### config.mk
export PLATFORM = sky130hd
export DESIGN_NAME = oled_i2c_txn_sequencer_flat
export DESIGN_NICKNAME = d
export VERILOG_FILES = /design/src/rtl/oled_i2c_txn_sequencer_if.sv /design/src/rtl/oled_i2c_txn_sequencer.sv /design/src/flat_wrapper.sv
export SDC_FILE = /design/constraint.sdc
export NUM_CORES = 1
export LEC_CHECK = 0
export CAP_MARGIN = 0
export CORE_MARGIN = 5
export CORE_UTILIZATION = 48
export CTS_CLUSTER_SIZE = 40
export DETAILED_ROUTE_END_ITERATION = 8
export GPL_ROUTABILITY_DRIVEN = 1
export GPL_TIMING_DRIVEN = 0
export HOLD_SLACK_MARGIN = 0.15
export PLACE_DENSITY = 0.79
export REMOVE_ABC_BUFFERS = 1
export SETUP_SLACK_MARGIN = 0.3
export SYNTH_ARGS = -nofsm -noshare
export SYNTH_HDL_FRONTEND = slang
export SYNTH_SLANG_ARGS = --single-unit
### constraint.sdc
create_clock -name clk -period 2.1 [get_ports clk]
set_input_delay 0.21 -clock clk [delete_from_list [all_inputs] [get_ports clk]]
set_output_delay 0.21 -clock clk [all_outputs]
set_load 0.05 [all_outputs]
### src/rtl/oled_i2c_txn_sequencer_if.sv
// Request, payload stream and byte-engine handshake bundle around the SSD1306 transaction sequencer.
// The master modport is the sequencer's view; slave is the requester/engine side.
interface oled_i2c_txn_sequencer_if;
   logic       start;
   logic [7:0] len;
   logic       dc;
   logic       busy;
   logic       done;
   logic       err;
   logic [7:0] data_in;
   logic       data_valid;
   logic       data_ready;
   logic [1:0] i2c_instruction;
   logic       i2c_enable;
   logic [7:0] i2c_byte;
   logic       i2c_complete;

   modport master (
      input  start, len, dc, data_in, data_valid, i2c_complete,
      output busy, done, err, data_ready, i2c_instruction, i2c_enable, i2c_byte
   );

   modport slave (
      output start, len, dc, data_in, data_valid, i2c_complete,
      input  busy, done, err, data_ready, i2c_instruction, i2c_enable, i2c_byte
   );
endinterface

### src/rtl/oled_i2c_txn_sequencer.sv
// Drives the byte-level I2C engine through one SSD1306 write transaction per request:
// START, address, control byte, len payload bytes from a valid/ready stream, STOP, with a per-phase watchdog.
module oled_i2c_txn_sequencer #(
   parameter logic [6:0] ADDR      = 7'h3C,
   parameter logic [7:0] CTRL_CMD  = 8'h00,
   parameter logic [7:0] CTRL_DATA = 8'h40,
   parameter int         TIMEOUT   = 4096
) (
   input logic clk,
   input logic rst,
   oled_i2c_txn_sequencer_if.master bus
);
   localparam logic [2:0] S_IDLE  = 3'd0;
   localparam logic [2:0] S_START = 3'd1;
   localparam logic [2:0] S_ADDR  = 3'd2;
   localparam logic [2:0] S_CTRL  = 3'd3;
   localparam logic [2:0] S_FETCH = 3'd4;
   localparam logic [2:0] S_DATA  = 3'd5;
   localparam logic [2:0] S_STOP  = 3'd6;

   localparam logic [1:0] I_START = 2'd0;
   localparam logic [1:0] I_STOP  = 2'd1;
   localparam logic [1:0] I_WRITE = 2'd3;

   localparam int             WDW    = $clog2(TIMEOUT);
   localparam logic [WDW-1:0] WD_MAX = WDW'(TIMEOUT - 1);

   logic [2:0]     state;
   logic [7:0]     remaining;
   logic           dcLat;
   logic           busyR, doneR, errR, readyR, enR;
   logic [1:0]     instrR;
   logic [7:0]     byteR;
   logic [WDW-1:0] wdog;

   assign bus.busy            = busyR;
   assign bus.done            = doneR;
   assign bus.err             = errR;
   assign bus.data_ready      = readyR;
   assign bus.i2c_enable      = enR;
   assign bus.i2c_instruction = instrR;
   assign bus.i2c_byte        = byteR;

   // In an engine-op state, enR doubles as the phase flag: 1 = ISSUE, 0 = RELEASE.
   always_ff @(posedge clk or posedge rst) begin
      if (rst) begin
         state     <= S_IDLE;
         remaining <= 8'd0;
         dcLat     <= 1'b0;
         busyR     <= 1'b0;
         doneR     <= 1'b0;
         errR      <= 1'b0;
         readyR    <= 1'b0;
         enR       <= 1'b0;
         instrR    <= I_START;
         byteR     <= 8'd0;
         wdog      <= '0;
      end else begin
         doneR <= 1'b0;
         case (state)
            S_IDLE: begin
               if (bus.start) begin
                  remaining <= bus.len;
                  dcLat     <= bus.dc;
                  busyR     <= 1'b1;
                  errR      <= 1'b0;
                  state     <= S_START;
                  enR       <= 1'b1;
                  instrR    <= I_START;
                  wdog      <= '0;
               end
            end
            S_FETCH: begin
               if (bus.data_valid) begin
                  byteR     <= bus.data_in;
                  remaining <= remaining - 8'd1;
                  readyR    <= 1'b0;
                  state     <= S_DATA;
                  enR       <= 1'b1;
                  instrR    <= I_WRITE;
                  wdog      <= '0;
               end
            end
            default: begin
               if (enR ? bus.i2c_complete : !bus.i2c_complete) begin
                  wdog <= '0;
                  if (enR) begin
                     enR <= 1'b0;
                  end else begin
                     case (state)
                        S_START: begin
                           state  <= S_ADDR;
                           enR    <= 1'b1;
                           instrR <= I_WRITE;
                           byteR  <= {ADDR, 1'b0};
                        end
                        S_ADDR: begin
                           state  <= S_CTRL;
                           enR    <= 1'b1;
                           instrR <= I_WRITE;
                           byteR  <= dcLat ? CTRL_DATA : CTRL_CMD;
                        end
                        S_CTRL, S_DATA: begin
                           if (remaining == 8'd0) begin
                              state  <= S_STOP;
                              enR    <= 1'b1;
                              instrR <= I_STOP;
                           end else begin
                              state  <= S_FETCH;
                              readyR <= 1'b1;
                           end
                        end
                        S_STOP: begin
                           state <= S_IDLE;
                           busyR <= 1'b0;
                           doneR <= 1'b1;
                        end
                        default: begin
                           state <= S_IDLE;
                           busyR <= 1'b0;
                        end
                     endcase
                  end
               end else if (wdog == WD_MAX) begin
                  // Abort without STOP; the next transaction re-synchronises the bus with START.
                  enR   <= 1'b0;
                  doneR <= 1'b1;
                  errR  <= 1'b1;
                  busyR <= 1'b0;
                  state <= S_IDLE;
                  wdog  <= '0;
               end else begin
                  wdog <= wdog + 1'b1;
               end
            end
         endcase
      end
   end
endmodule
### src/flat_wrapper.sv
// flat-port wrapper written by rule: the top's interface ports become plain ports
module oled_i2c_txn_sequencer_flat 
#(
   parameter logic [6:0] ADDR      = 7'h3C,
   parameter logic [7:0] CTRL_CMD  = 8'h00,
   parameter logic [7:0] CTRL_DATA = 8'h40,
   parameter int         TIMEOUT   = 4096
)
  (clk, rst, bus_start, bus_len, bus_dc, bus_data_in, bus_data_valid, bus_i2c_complete, bus_busy, bus_done, bus_err, bus_data_ready, bus_i2c_instruction, bus_i2c_enable, bus_i2c_byte);
  oled_i2c_txn_sequencer_if bus_i ();
  input logic clk;
  input logic rst;
  input wire logic [$bits(bus_i.start)-1:0] bus_start;
  input wire logic [$bits(bus_i.len)-1:0] bus_len;
  input wire logic [$bits(bus_i.dc)-1:0] bus_dc;
  input wire logic [$bits(bus_i.data_in)-1:0] bus_data_in;
  input wire logic [$bits(bus_i.data_valid)-1:0] bus_data_valid;
  input wire logic [$bits(bus_i.i2c_complete)-1:0] bus_i2c_complete;
  output wire logic [$bits(bus_i.busy)-1:0] bus_busy;
  output wire logic [$bits(bus_i.done)-1:0] bus_done;
  output wire logic [$bits(bus_i.err)-1:0] bus_err;
  output wire logic [$bits(bus_i.data_ready)-1:0] bus_data_ready;
  output wire logic [$bits(bus_i.i2c_instruction)-1:0] bus_i2c_instruction;
  output wire logic [$bits(bus_i.i2c_enable)-1:0] bus_i2c_enable;
  output wire logic [$bits(bus_i.i2c_byte)-1:0] bus_i2c_byte;
  assign bus_i.start = bus_start;
  assign bus_i.len = bus_len;
  assign bus_i.dc = bus_dc;
  assign bus_i.data_in = bus_data_in;
  assign bus_i.data_valid = bus_data_valid;
  assign bus_i.i2c_complete = bus_i2c_complete;
  assign bus_busy = bus_i.busy;
  assign bus_done = bus_i.done;
  assign bus_err = bus_i.err;
  assign bus_data_ready = bus_i.data_ready;
  assign bus_i2c_instruction = bus_i.i2c_instruction;
  assign bus_i2c_enable = bus_i.i2c_enable;
  assign bus_i2c_byte = bus_i.i2c_byte;
  oled_i2c_txn_sequencer #(.ADDR(ADDR), .CTRL_CMD(CTRL_CMD), .CTRL_DATA(CTRL_DATA), .TIMEOUT(TIMEOUT)) u_core (.clk(clk), .rst(rst), .bus(bus_i));
endmodule
==> results of run 1 <==
-- logic make-up after synthesis --
logic type,share of synthesized area (%)
compound gates,22.1
mux,3.96
xor+xnor,1.61
simple gates,19.9
fa+ha+maj,1.72
flops,44.8
buf+inv,5.92
-- what timing repair did --
item	CTS	global route
pin swaps	4	5
hold buffers	0	0
endpoints found under the setup margin	39	35
gates resized for setup	23	17
setup buffers	4	10
gates cloned	1	0
-- area by class of cell --
cell class / instances / area (um^2) / share of cell area, %
clock buffer: 5 / 68.8 / 2.39
multi-input combinational: 176 / 1230 / 42.6
clock inverter: 3 / 15.0 / 0.521
timing repair buffer: 50 / 465 / 16.1
sequential: 39 / 982 / 34.1
inverter: 16 / 60.1 / 2.08
tap: 52 / 65.1 / 2.26
-- flip-flops by register name, summed over array words and instances, names as in the netlist --
signal                      flops
u_core.bus.i2c_enable           1
u_core.dcLat                    1
u_core.bus.i2c_instruction      2
u_core.bus.i2c_byte             8
u_core.wdog                    12
u_core.state                    3
u_core.bus.done                 1
u_core.bus.data_ready           1
u_core.remaining                8
u_core.bus.err                  1
u_core.bus.busy                 1
-- path summary, 6_finish.rpt --
check | endpoint | slack [ps] | start | cells past startpoint
min reg2reg | u_core.bus.i2c_instruction[0] | 480 | u_core.bus.i2c_instruction[0] | 1
min | u_core.bus.data_ready | 390 | rst | 2
max reg2reg | u_core.bus.i2c_enable | 260 | u_core.remaining[1] | 6
max | bus_i2c_enable | 250 | u_core.bus.i2c_enable | 2
max in group asynchronous | u_core.wdog[6] | 1150 | rst | 2
min in group clk | u_core.state[2] | 400 | bus_i2c_complete | 3
-- power by group through the flow --
stage / clock network (mW) / registers, mW / logic [mW]
final: 0.489 / 1.30 / 2.14
after global routing: 0.527 / 1.34 / 2.30
after CTS: 0.493 / 1.27 / 1.93
after detailed placement: 0 / 1.26 / 1.77
after global placement: 0 / 1.25 / 1.72
after floorplan: 0 / 1.58 / 0.889
-- Yosys cell counts (3+ instances only) --
library cell,instances
dfrtp_1,39
nor2_1,27
nand2_1,22
o21ai_0,20
a21oi_1,18
inv_1,16
buf_2,7
clkbuf_1,7
nand3_1,7
mux2i_1,5
nand2b_1,5
a211oi_1,4
nand4_1,4
nor4_1,4
ha_1,3
nor3_1,3
o211ai_1,3
o22a_1,3
or3_1,3
xnor2_1,3
-- stage by stage --
step,util [%],instance area (um^2)
after global routing,65.8,2880
after CTS,62.6,2740
after floorplan,-,2110
after detailed placement,57.8,2530
final,65.8,2880
after global placement,57.8,2530
-- routing by layer --
| layer | track usage, % | share of wire, % |
|---|---|---|
| met5 | 0 | 0 |
| met4 | 3.61 | 2.0 |
| met3 | 3.59 | 6.8 |
| met2 | 28.5 | 48 |
| met1 | 23.0 | 43 |
-- worst max-delay path, stage by stage, from the launching register on --
cell,delay [ps]
dfrtp_2,410
buf_4,140
clkdlybuf4s50_1,800
==> impl_metrics.csv, run 1 <==
group,metric,value,unit
pwr,p_comb_share,54.4,%
final_layout,mostFrequentLayoutCells,"clkdlybuf4s50_1 (35), dfrtp_1 (34), nor2_1 (24)",
logic_synthesis,avgSynthCellArea,8.89,um^2
sta,period_share,88.0,%
die,initial_core_util,49.7,%
job,cap_violations,0,
detailed_routing,drt_iter0_markers,191,
global_routing,grt_max_degree,40,
pwr,peakVddDrop,0.582,mV
sta,slew_viol_final,0,
final_layout,antenna_cells,0,
logic_synthesis,yosysSeqAreaShare,44.8,%
logic_synthesis,synth-edff-count,0,
pwr,seqPwrFrac,33.1,%
final_layout,syn_to_final_growth,32.4,%
setup_path,arrival,1640,ps
hold_path,hold_path.class,"input port to asynchronous set/reset pin",
detailed_routing,wl_per_cell,16.0,um
placed_design,placed_cells,318,
setup_path,required,1890,ps
sta,setup_tns,0,ps
sta,fin_hold_ws,392,ps
detailed_routing,vias,2025,
global_routing,first_global_vias,1819,
clocking,tritoncts,"done",
setup_path,crit_path_start_kind,"register",
clocking,clockBufferDepth,2,
global_routing,gr-total-overflow,0,
logic_synthesis,yosysWarningCount,0,
final_layout,drive_gt1_share,20.4,%
placed_design,placement.io_buffers,36,
final_layout,finalNonFillerCells,341,
pwr,p_leak,1.13,nW
logic_synthesis,ys_seq_elements,39,
placed_design,hpwl,3470,um
clocking,cts_max_level,2,
sta,fin_skew,9.61,ps
clocking,cts_buffers,5,
pwr,p_int,2.11,mW
setup_path,cp-end-kind,"output pin",
global_routing,antenna_found_initial,0,
clocking,ctsRootBufferMaster,"clkbuf_8",
die,num_rows,24,
pwr,p_switching,1.82,mW
sta,worst_slack,251,ps
die,die_w,77.4,um
sta,report.final.setup_viol,0,
sta,worstMarginPinSlew,804,ps
logic_synthesis,synth_cells,245,
pwr,p_total,3.94,mW
final_layout,fill_cells,346,
setup_path,worst-setup-path-type,"register to output pin",
clocking,clock_sinks,39,
global_routing,grt_pass1_wl,8510,um
die,io-pin-count,37,
final_layout,final_common_cell,"clkdlybuf4s50_1",
logic_synthesis,synth_area_leaders,"dfrtp_1 (45%), nor2_1 (4.7%), o21ai_0 (4.6%)",
detailed_routing,drc,0,
pwr,switching_share,46.3,%
detailed_routing,antenna_left,0,
global_routing,grtUsageTotal,17.1,%
run_status,status,"finished clean",
sta,slew_headroom,46.3,%
pwr,cellPowerDensity,1370,nW/um^2
die,dieArea,5990,um^2
logic_synthesis,yosys_most_used_dff,"dfrtp_1",
die,core,4380,um^2
detailed_routing,drtPass1Iterations,4,
die,chipHeight,77.4,um
final_layout,fin_nets,313,
logic_synthesis,synth-async-reset-ratio,100,%
sta,hold_violations,0,
logic_synthesis,syn_area,2180,um^2
logic_synthesis,yosysTopAreaCell,"dfrtp_1",
placed_design,gp_congestion,0.790,
sta,min_period,1850,ps
clocking,clk_pin_slew,80,ps
sta,max_freq,0.541,GHz
clocking,clk_latency,290,ps
setup_path,cp_max_fo,3,
logic_synthesis,post_synth_num_cell_types,51,
placed_design,place_ws,-326,ps
sta,rsz0062_at_grt,"true",
detailed_routing,finalWirelength,5450,um
detailed_routing,viasPerCell,5.94,
pwr,clkPwrFrac,12.4,%
logic_synthesis,yosysTopAreaCellShare,44.8,%
Note: power is estimated with default switching activity, not from simulation.
==> run 2: changes to the inputs <==
CORE_ASPECT_RATIO = 0.8   (was default)
CORE_UTILIZATION = 49   (was 48)
CTS_BUF_LIST = sky130_fd_sc_hd__clkbuf_8   (was default)
PLACE_DENSITY = 0.81   (was 0.79)
==> run 2 against run 1 <==
- clock power fell by 5.1%
- clock skew fell by 4.7 ps
- global-route usage rose by 0.28 points
- non-clock buffer count fell by 4
- largest power group unchanged
- via count fell by 1.9%
- largest cell class unchanged
- flip-flop and latch count did not move
- worst hold slack got worse by 13 ps
==> impl_metrics.csv, run 2 (synthesized netlist as in run 1, its figures left out) <==
group,metric,value,unit
run_status,status,"finished clean",
setup_path,required,2280,ps
pwr,p_leak,1.12,nW
detailed_routing,finalWirelength,5330,um
pwr,peakVddDrop,0.670,mV
detailed_routing,antenna_left,0,
setup_path,cp_cell_sequence,"or2_1 -> nor2_1 -> o21ai_0 -> o2bb2ai_1",
clocking,clockBufferDepth,2,
final_layout,fin_nets,310,
sta,min_period,1820,ps
global_routing,grt.busiest_layer,"met1",
sta,hold_violations,0,
sta,slew_viol_final,0,
pwr,cellPowerDensity,1350,nW/um^2
final_layout,drive_gt1_share,17.3,%
global_routing,use_met2,24.4,%
die,num_rows,21,
sta,report.final.setup_viol,0,
sta,max_freq,0.549,GHz
global_routing,first_global_vias,1778,
setup_path,slowest_stage,"dfrtp_4",
placed_design,hpwl,3420,um
setup_path,cpPeakStageDelay,580,ps
global_routing,grtUsageMet1,25.1,%
die,core,4230,um^2
final_layout,syn_to_final_growth,31.2,%
clocking,ctsRootBufferMaster,"clkbuf_8",
clocking,ctsHoldBuffers,0,
detailed_routing,wl_per_cell,15.6,um
clocking,clock_sinks,39,
detailed_routing,vias,1987,
clocking,tritoncts,"done",
sta,setup_tns,0,ps
final_layout,largest_reg_flops,12,
setup_path,crit_path_start_kind,"register",
sta,period_share,86.8,%
global_routing,gr-total-overflow,0,
global_routing,use_met3,4.87,%
global_routing,grtUsageTotal,17.3,%
global_routing,antenna_found_initial,0,
global_routing,grt_pass1_wl,8410,um
detailed_routing,drt_iter0_markers,229,
pwr,p_total,3.85,mW
clocking,cts_buffers,5,
clocking,cts_max_level,2,
sta,slew_headroom,47.4,%
setup_path,arrival,2000,ps
sta,rsz0062_at_grt,"true",
placed_design,gp_congestion,0.872,
die,io-pin-count,37,
die,die_w,84.5,um
sta,fin_skew,4.88,ps
placed_design,place_ws,-278,ps
clocking,clk_latency,290,ps
sta,worstMarginPinSlew,788,ps
sta,worst_slack,278,ps
die,dieArea,5890,um^2
hold_path,hold_path.class,"input port to asynchronous set/reset pin",
setup_path,cp_max_fo,19,
sta,fin_hold_ws,379,ps
placed_design,postPlaceCellArea,2540,um^2
setup_path,critical_path.top_delay_family,"simple AND/OR/NAND/NOR gates",
final_layout,stdcell_area,2860,um^2
placed_design,placement.io_buffers,36,
final_layout,regMostFlops,"u_core.wdog",
final_layout,final_common_cell,"clkdlybuf4s50_1",
detailed_routing,drtPass1Iterations,4,
clocking,clk_pin_slew,70,ps
detailed_routing,viasPerCell,5.83,
job,cap_violations,0,
setup_path,cp_num_buf_inv,0,
die,chipHeight,69.6,um
final_layout,antenna_cells,0,
detailed_routing,drc,0,
global_routing,grt_max_degree,40,
setup_path,cp-end-kind,"register",
final_layout,mostFrequentLayoutCells,"clkdlybuf4s50_1 (35), dfrtp_1 (34), nor2_1 (25)",
setup_path,worst-setup-path-type,"register to register",
die,initial_core_util,51.5,%
==> run 2: cell type report <==
cell class / instances / area [um^2]
Clock buffer: 5 / 68.8
Fill cell: 322 / 1370
Multi-Input combinational cell: 177 / 1220
Clock inverter: 1 / 3.75
Sequential cell: 39 / 987
Inverter: 16 / 60.1
Tap cell: 57 / 71.3
Timing Repair Buffer: 46 / 450
==> run 2: path summary, 6_finish.rpt <==
path	startpoint	endpoint	slack (ps)	cells after the start
max in group asynchronous	rst	u_core.state[2]	1130	2
min in group clk	bus_data_in[2]	u_core.bus.i2c_byte[2]	470	3
worst min register to register	u_core.bus.i2c_instruction[0]	u_core.bus.i2c_instruction[0]	490	1
worst max-delay path	u_core.state[0]	u_core.remaining[7]	280	4
worst min-delay path	rst	u_core.wdog[7]	380	2
worst max register to register	u_core.state[0]	u_core.remaining[7]	280	4
==> run 2: routing by layer <==
| metal | share of wire [%] | vias to the layer above |
|---|---|---|
| met5 | 0 | - |
| met4 | 0.58 | 0 |
| met3 | 8.8 | 4 |
| met2 | 45 | 74 |
| met1 | 46 | 952 |
| li1 | - | 957 |
==> run 2: timing repair <==
item                                    CTS  global route
resized for setup                        26            12
buffers inserted                          5             5
pin swaps                                 5             3
cloned                                    1             1
endpoints found under the setup margin   39            28
==> run 2: where the power goes <==
| part | switching (mW) | total [mW] | internal (mW) |
|---|---|---|---|
| registers | 0.295 | 1.30 | 1.00 |
| logic | 1.21 | 2.09 | 0.882 |
| clock network | 0.247 | 0.464 | 0.216 |
| total | 1.75 | 3.85 | 2.10 |
==> run 2: through the flow <==
step | util, % | instances
floorplan | - | 230
CTS | 65.5 | 335
finish | 67.6 | 341
global placement | 60.1 | 323
detailed placement | 60.1 | 323
global route | 67.6 | 341
